### src/rtl/uio_mem_bus_arbiter.sv
// Arbitrates the shared 8-bit uio pin bus between the instruction-fetch and data ports.
// Each 32-bit access is sent as byte phases: command, address (LSB first), then write or read data.
module uio_mem_bus_arbiter #(
  parameter int ADDR_BYTES = 3,
  parameter int TIMEOUT    = 255
) (
  input  logic                    clk,
  input  logic                    rst_n,
  input  logic                    ena,
  input  logic                    i_req,
  input  logic [8*ADDR_BYTES-1:0] i_addr,
  output logic [31:0]             i_rdata,
  output logic                    i_ack,
  input  logic                    d_req,
  input  logic                    d_we,
  input  logic [8*ADDR_BYTES-1:0] d_addr,
  input  logic [31:0]             d_wdata,
  output logic [31:0]             d_rdata,
  output logic                    d_ack,
  output logic                    err,
  input  logic [7:0]              bus_in,
  output logic [7:0]              bus_out,
  output logic [7:0]              bus_oe,
  output logic                    bus_strobe,
  input  logic                    bus_ready
);

  localparam int AW     = 8 * ADDR_BYTES;
  localparam int WAIT_W = (TIMEOUT > 1) ? $clog2(TIMEOUT + 1) : 1;
  localparam logic [WAIT_W-1:0] WAIT_LAST = (TIMEOUT > 0) ? WAIT_W'(TIMEOUT - 1) : '0;
  localparam logic [2:0] ADDR_LAST = 3'(ADDR_BYTES - 1);

  typedef enum logic [2:0] {IDLE, CMD, ADDR, WDATA, TURN, RDATA, DONE} state_e;

  state_e            state_q, state_d;
  logic              port_q, port_d;
  logic              last_grant_q, last_grant_d;
  logic              we_q, we_d;
  logic              err_q, err_d;
  logic [AW-1:0]     addr_q, addr_d;
  logic [31:0]       wdata_q, wdata_d;
  logic [23:0]       rbuf_q, rbuf_d;
  logic [2:0]        byte_cnt_q, byte_cnt_d;
  logic [WAIT_W-1:0] wait_cnt_q, wait_cnt_d;
  logic [31:0]       i_rdata_q, i_rdata_d;
  logic [31:0]       d_rdata_q, d_rdata_d;
  logic              grant_data;
  logic              accept;

  always_ff @(posedge clk or negedge rst_n) begin
    if (!rst_n) begin
      state_q      <= IDLE;
      port_q       <= 1'b0;
      last_grant_q <= 1'b0;
      we_q         <= 1'b0;
      err_q        <= 1'b0;
      addr_q       <= '0;
      wdata_q      <= '0;
      rbuf_q       <= '0;
      byte_cnt_q   <= '0;
      wait_cnt_q   <= '0;
      i_rdata_q    <= '0;
      d_rdata_q    <= '0;
    end else begin
      state_q      <= state_d;
      port_q       <= port_d;
      last_grant_q <= last_grant_d;
      we_q         <= we_d;
      err_q        <= err_d;
      addr_q       <= addr_d;
      wdata_q      <= wdata_d;
      rbuf_q       <= rbuf_d;
      byte_cnt_q   <= byte_cnt_d;
      wait_cnt_q   <= wait_cnt_d;
      i_rdata_q    <= i_rdata_d;
      d_rdata_q    <= d_rdata_d;
    end
  end

  assign accept     = bus_strobe && bus_ready;
  assign grant_data = d_req && (!i_req || !last_grant_q);

  always_comb begin
    state_d      = state_q;
    port_d       = port_q;
    last_grant_d = last_grant_q;
    we_d         = we_q;
    err_d        = err_q;
    addr_d       = addr_q;
    wdata_d      = wdata_q;
    rbuf_d       = rbuf_q;
    byte_cnt_d   = byte_cnt_q;
    i_rdata_d    = i_rdata_q;
    d_rdata_d    = d_rdata_q;
    case (state_q)
      IDLE: begin
        if (ena && (i_req || d_req)) begin
          port_d       = grant_data;
          last_grant_d = grant_data;
          we_d         = grant_data && d_we;
          addr_d       = grant_data ? d_addr : i_addr;
          wdata_d      = d_wdata;
          err_d        = 1'b0;
          byte_cnt_d   = '0;
          state_d      = CMD;
        end
      end
      CMD: begin
        if (accept) state_d = ADDR;
      end
      ADDR: begin
        if (accept) begin
          addr_d = addr_q >> 8;
          if (byte_cnt_q == ADDR_LAST) begin
            byte_cnt_d = '0;
            state_d    = we_q ? WDATA : TURN;
          end else begin
            byte_cnt_d = byte_cnt_q + 3'd1;
          end
        end
      end
      WDATA: begin
        if (accept) begin
          wdata_d = wdata_q >> 8;
          if (byte_cnt_q == 3'd3) state_d = DONE;
          else byte_cnt_d = byte_cnt_q + 3'd1;
        end
      end
      TURN: begin
        byte_cnt_d = '0;
        state_d    = RDATA;
      end
      RDATA: begin
        if (accept) begin
          rbuf_d = {bus_in, rbuf_q[23:8]};
          if (byte_cnt_q == 3'd3) begin
            state_d = DONE;
            if (port_q) d_rdata_d = {bus_in, rbuf_q};
            else        i_rdata_d = {bus_in, rbuf_q};
          end else begin
            byte_cnt_d = byte_cnt_q + 3'd1;
          end
        end
      end
      DONE:    state_d = IDLE;
      default: state_d = IDLE;
    endcase

    // The wait counter only runs while a strobed byte is stalled; any accept or unstrobed cycle clears it.
    if (bus_strobe && !bus_ready) wait_cnt_d = wait_cnt_q + WAIT_W'(1);
    else                          wait_cnt_d = '0;

    if ((TIMEOUT != 0) && bus_strobe && !bus_ready && (wait_cnt_q == WAIT_LAST)) begin
      state_d = DONE;
      err_d   = 1'b1;
    end
  end

  always_comb begin
    bus_out    = 8'h00;
    bus_oe     = 8'h00;
    bus_strobe = 1'b0;
    i_ack      = 1'b0;
    d_ack      = 1'b0;
    err        = 1'b0;
    case (state_q)
      CMD: begin
        bus_oe     = 8'hFF;
        bus_strobe = 1'b1;
        bus_out    = {we_q, port_q, 6'b0};
      end
      ADDR: begin
        bus_oe     = 8'hFF;
        bus_strobe = 1'b1;
        bus_out    = addr_q[7:0];
      end
      WDATA: begin
        bus_oe     = 8'hFF;
        bus_strobe = 1'b1;
        bus_out    = wdata_q[7:0];
      end
      RDATA: bus_strobe = 1'b1;
      DONE: begin
        i_ack = !port_q;
        d_ack = port_q;
        err   = err_q;
      end
      default: ;
    endcase
  end

  assign i_rdata = i_rdata_q;
  assign d_rdata = d_rdata_q;

endmodule

### config.mk
export PLATFORM = sky130hd
export DESIGN_NAME = uio_mem_bus_arbiter
export DESIGN_NICKNAME = d
export VERILOG_FILES = /design/src/rtl/uio_mem_bus_arbiter.sv
export SDC_FILE = /design/constraint.sdc
export NUM_CORES = 1
export LEC_CHECK = 0
export CORE_MARGIN = 10
export CORE_UTILIZATION = 49
export DETAILED_ROUTE_END_ITERATION = 7
export HOLD_SLACK_MARGIN = 0.06
export PLACE_DENSITY = 0.9
export SLEW_MARGIN = 10
export SYNTH_ARGS = -nofsm -noshare
export SYNTH_HDL_FRONTEND = slang
export SYNTH_SLANG_ARGS = --single-unit
### constraint.sdc
create_clock -name clk -period 2.15 [get_ports clk]
set_input_delay 0.3225 -clock clk [delete_from_list [all_inputs] [get_ports clk]]
set_output_delay 0.3225 -clock clk [all_outputs]
set_load 0.05 [all_outputs]
==> impl_metrics.env <==
export IMPL_dp_slack_ns=0.0882
export IMPL_io_pins=179
export IMPL_ir_drop_mv=0.582
export IMPL_cts_tree="yes"
export IMPL_finalMaxSlewViolations=0
export IMPL_cts_root_buf="clkbuf_16"
export IMPL_grt_pass1_wl_mm=29.9
export IMPL_r2r_setup_slack_ns=0.13
export IMPL_finalHoldViolCount=0
export IMPL_yosysMostFrequentCell="dfrtp_1"
export IMPL_slew_headroom_pct=61.8
export IMPL_setup_viol=0
export IMPL_synth_edf_count=0
export IMPL_cts_htree_levels=4
export IMPL_cp_max_fo=10
export IMPL_rr_startpoint="state_q[0]"
export IMPL_reg2reg_depth=6
export IMPL_post_route_util_pct=71.9
export IMPL_synthTopCellsByCount="dfrtp_1 (161), mux2_2 (90), o21ai_0 (69), nand2_1 (62), mux2i_1 (35)"
export IMPL_fin_tns_setup_ns=0
export IMPL_grt_remaining_overflow=0
export IMPL_clock_sinks=161
export IMPL_start_util_pct=50.6
export IMPL_seq_area_frac_synth_pct=56.9
export IMPL_synthDistinctLibCells=40
export IMPL_yosysTopAreaCellShare_pct=56.9
export IMPL_layout_min_cycle_time_ns=2.11
export IMPL_dpl_hpwl_mm=13.6
export IMPL_postRouteAntennaNets=0
export IMPL_regToRegEndpoint="state_q[1]"
export IMPL_num_fill_cells=902
export IMPL_fin_ws_ns=0.0422
export IMPL_cts_buffer_depth=2
export IMPL_synthArstFlopShare_pct=100
export IMPL_gp_congestion=0.913
export IMPL_maxCapViolations=0
export IMPL_min_path_type="input pin to asynchronous set/reset pin"
export IMPL_worstMarginPinSlew_ns=0.571
export IMPL_leakage_nw=4.56
export IMPL_synthCells=587
export IMPL_die_h_um=140
export IMPL_finClkSkew_ns=0.00696
export IMPL_status="completed"
export IMPL_synth_area_per_cell_sq_um=12.1
export IMPL_max_freq_mhz=474
export IMPL_vias_per_cell=5.47
export IMPL_worst_skew_pair_late_latency_ns=0.42
export IMPL_rows=43
export IMPL_end_kind="output pin"
export IMPL_startpoint_type="flip-flop"
export IMPL_area_growth_pct=42.0
export IMPL_crit_type="flip-flop to output pin"
export IMPL_antennaDiodeCount=0
export IMPL_clkSlewWorstSetupHoldPaths_ns=0.06
export IMPL_arrival_ns=1.79
export IMPL_portBuffers=178
export IMPL_ys_warn_count=0
export IMPL_antenna_found_initial=0
export IMPL_post_route_drc_count=0
export IMPL_dieArea_sq_um=19600
export IMPL_syn_area_sq_um=7080
export IMPL_cts_made_buffers=17
export IMPL_grt_usage_pct=18.4
export IMPL_synth_area_top_cells="dfrtp_1 (57%), mux2_2 (14%), mux2i_1 (5.0%), o21ai_0 (4.9%), nand2_1 (3.3%)"
export IMPL_final_net_count=869
export IMPL_crit_required_ns=1.83
export IMPL_grt_max_degree=66
export IMPL_yosys_register_bits=161
export IMPL_die_w_um=140
export IMPL_first_pass_iters=4
export IMPL_fin_crit_sh_pct=98.0
export IMPL_wl_per_cell_um=18.9
export IMPL_ys_flop_type="dfrtp_1"
export IMPL_core_area_sq_um=14000
export IMPL_initialDrtViolationCount=316
export IMPL_cellPowerDensity_nw_per_um2=1160
export IMPL_drt_wl_total_mm=18.1
export IMPL_grt_pass1_vias=5717
export IMPL_post_synth_top_area_cell="dfrtp_1"
export IMPL_drive_gt1_share_pct=23.8
export IMPL_rsz0062_at_grt="no"
export IMPL_vias=5260
export IMPL_synth_nets=687
## per-stage QoR
step	cell area [sq um]	cells	power, mW	hold WS [ns]
floorplan	7080	587	6.74	0.0269
global placement	9290	920	8.16	0.228
detailed placement	9290	920	8.39	0.228
CTS	9980	958	11.6	0.358
global route	10100	962	12.3	0.387
finish	10100	962	11.7	0.364
## power breakdown
group	total [mW]	switching [mW]	internal (mW)	leakage, nW
sequential	4.39	0.593	3.79	2.14
combinational	4.17	2.25	1.93	2.13
clock	3.10	1.23	1.87	0.290
total	11.7	4.07	7.59	4.56
## layout by cell type (no fill, tap or decap), types with 2 or more instances in the layout
cell and n:
clkbuf_16 18, clkinv_4 2, buf_4 17, a22o_4 2
clkdlybuf4s50_1 157, xor2_1 5, nand3_1 7, clkinvlp_4 4
buf_6 2, dfrtp_1 158, nand4_1 4, buf_12 27
nor2_1 17, dfrtp_2 3, a21oi_1 4, inv_1 6
a211oi_1 16, bufinv_16 3, nor2b_1 19, mux2i_1 35
nand2b_1 3, a22o_1 12, mux2_2 90, and3_1 3
o21ai_0 69, or2_2 2, nand2_1 62, ha_1 5
inv_6 4
## final cells by class
class                   count  area, sq um  share of cell area, %
inverters                   6         22.5                  0.224
repair buffers            205         2300                   22.9
clock buffers              18          439                   4.37
well taps                 180          225                   2.24
clock inverters            14          178                   1.77
multi-input cells         378         2860                   28.4
flip-flops and latches    161         4030                   40.1
## worst max-delay path: stages (launching register included)
cell     delay, ns
dfrtp_2       0.46
buf_4         0.18
and3b_2       0.28
a22o_4        0.30
buf_12        0.15
## worst max-delay path by stage
stage / from / endpoint / slack, ns
global placement: i_req / byte_cnt_q[2] / 0.13
detailed placement: i_req / byte_cnt_q[0] / 0.09
CTS: state_q[2] / bus_out[3] / 0.003
global route: state_q[0] / bus_out[1] / 0.0003
floorplan: state_q[0] / bus_oe[1] / 0.19
finish: state_q[0] / bus_out[3] / 0.04
## what timing repair did
item	CTS	global route
hold buffers	1	0
pin swaps	1	5
gates resized for setup	5	6
endpoints found under the setup margin	11	50
hold endpoints to repair	32	0
setup buffers	5	3
gates cloned	0	1
## flip-flops by register name, summed over array words and instances, names as in the netlist
signal	cells
addr_q	24
byte_cnt_q	3
d_rdata	32
err_q	1
i_rdata	32
last_grant_q	1
rbuf_q	24
state_q	3
wait_cnt_q	8
wdata_q	32
we_q	1
## cells by family after synthesis
family	Yosys count	share of synthesized area [%]
mux	126	19.4
buf+inv	48	3.50
fa+ha+maj	5	0.884
compound gates	114	9.90
simple gates	127	8.61
flops	161	56.9
xor+xnor	6	0.743
## metal layers
| layer | vias to the layer above | wire (um) | part of all wire [%] | global-route usage, % |
|---|---|---|---|---|
| met5 | - | 0 | 0 | 0 |
| met2 | 194 | 9140 | 50 | 30.9 |
| met3 | 31 | 1380 | 7.6 | 6.49 |
| met1 | 2601 | 7300 | 40 | 21.3 |
| li1 | 2434 | - | - | - |
| met4 | 0 | 316 | 1.7 | 6.68 |
(Power assumes the default switching activity.)
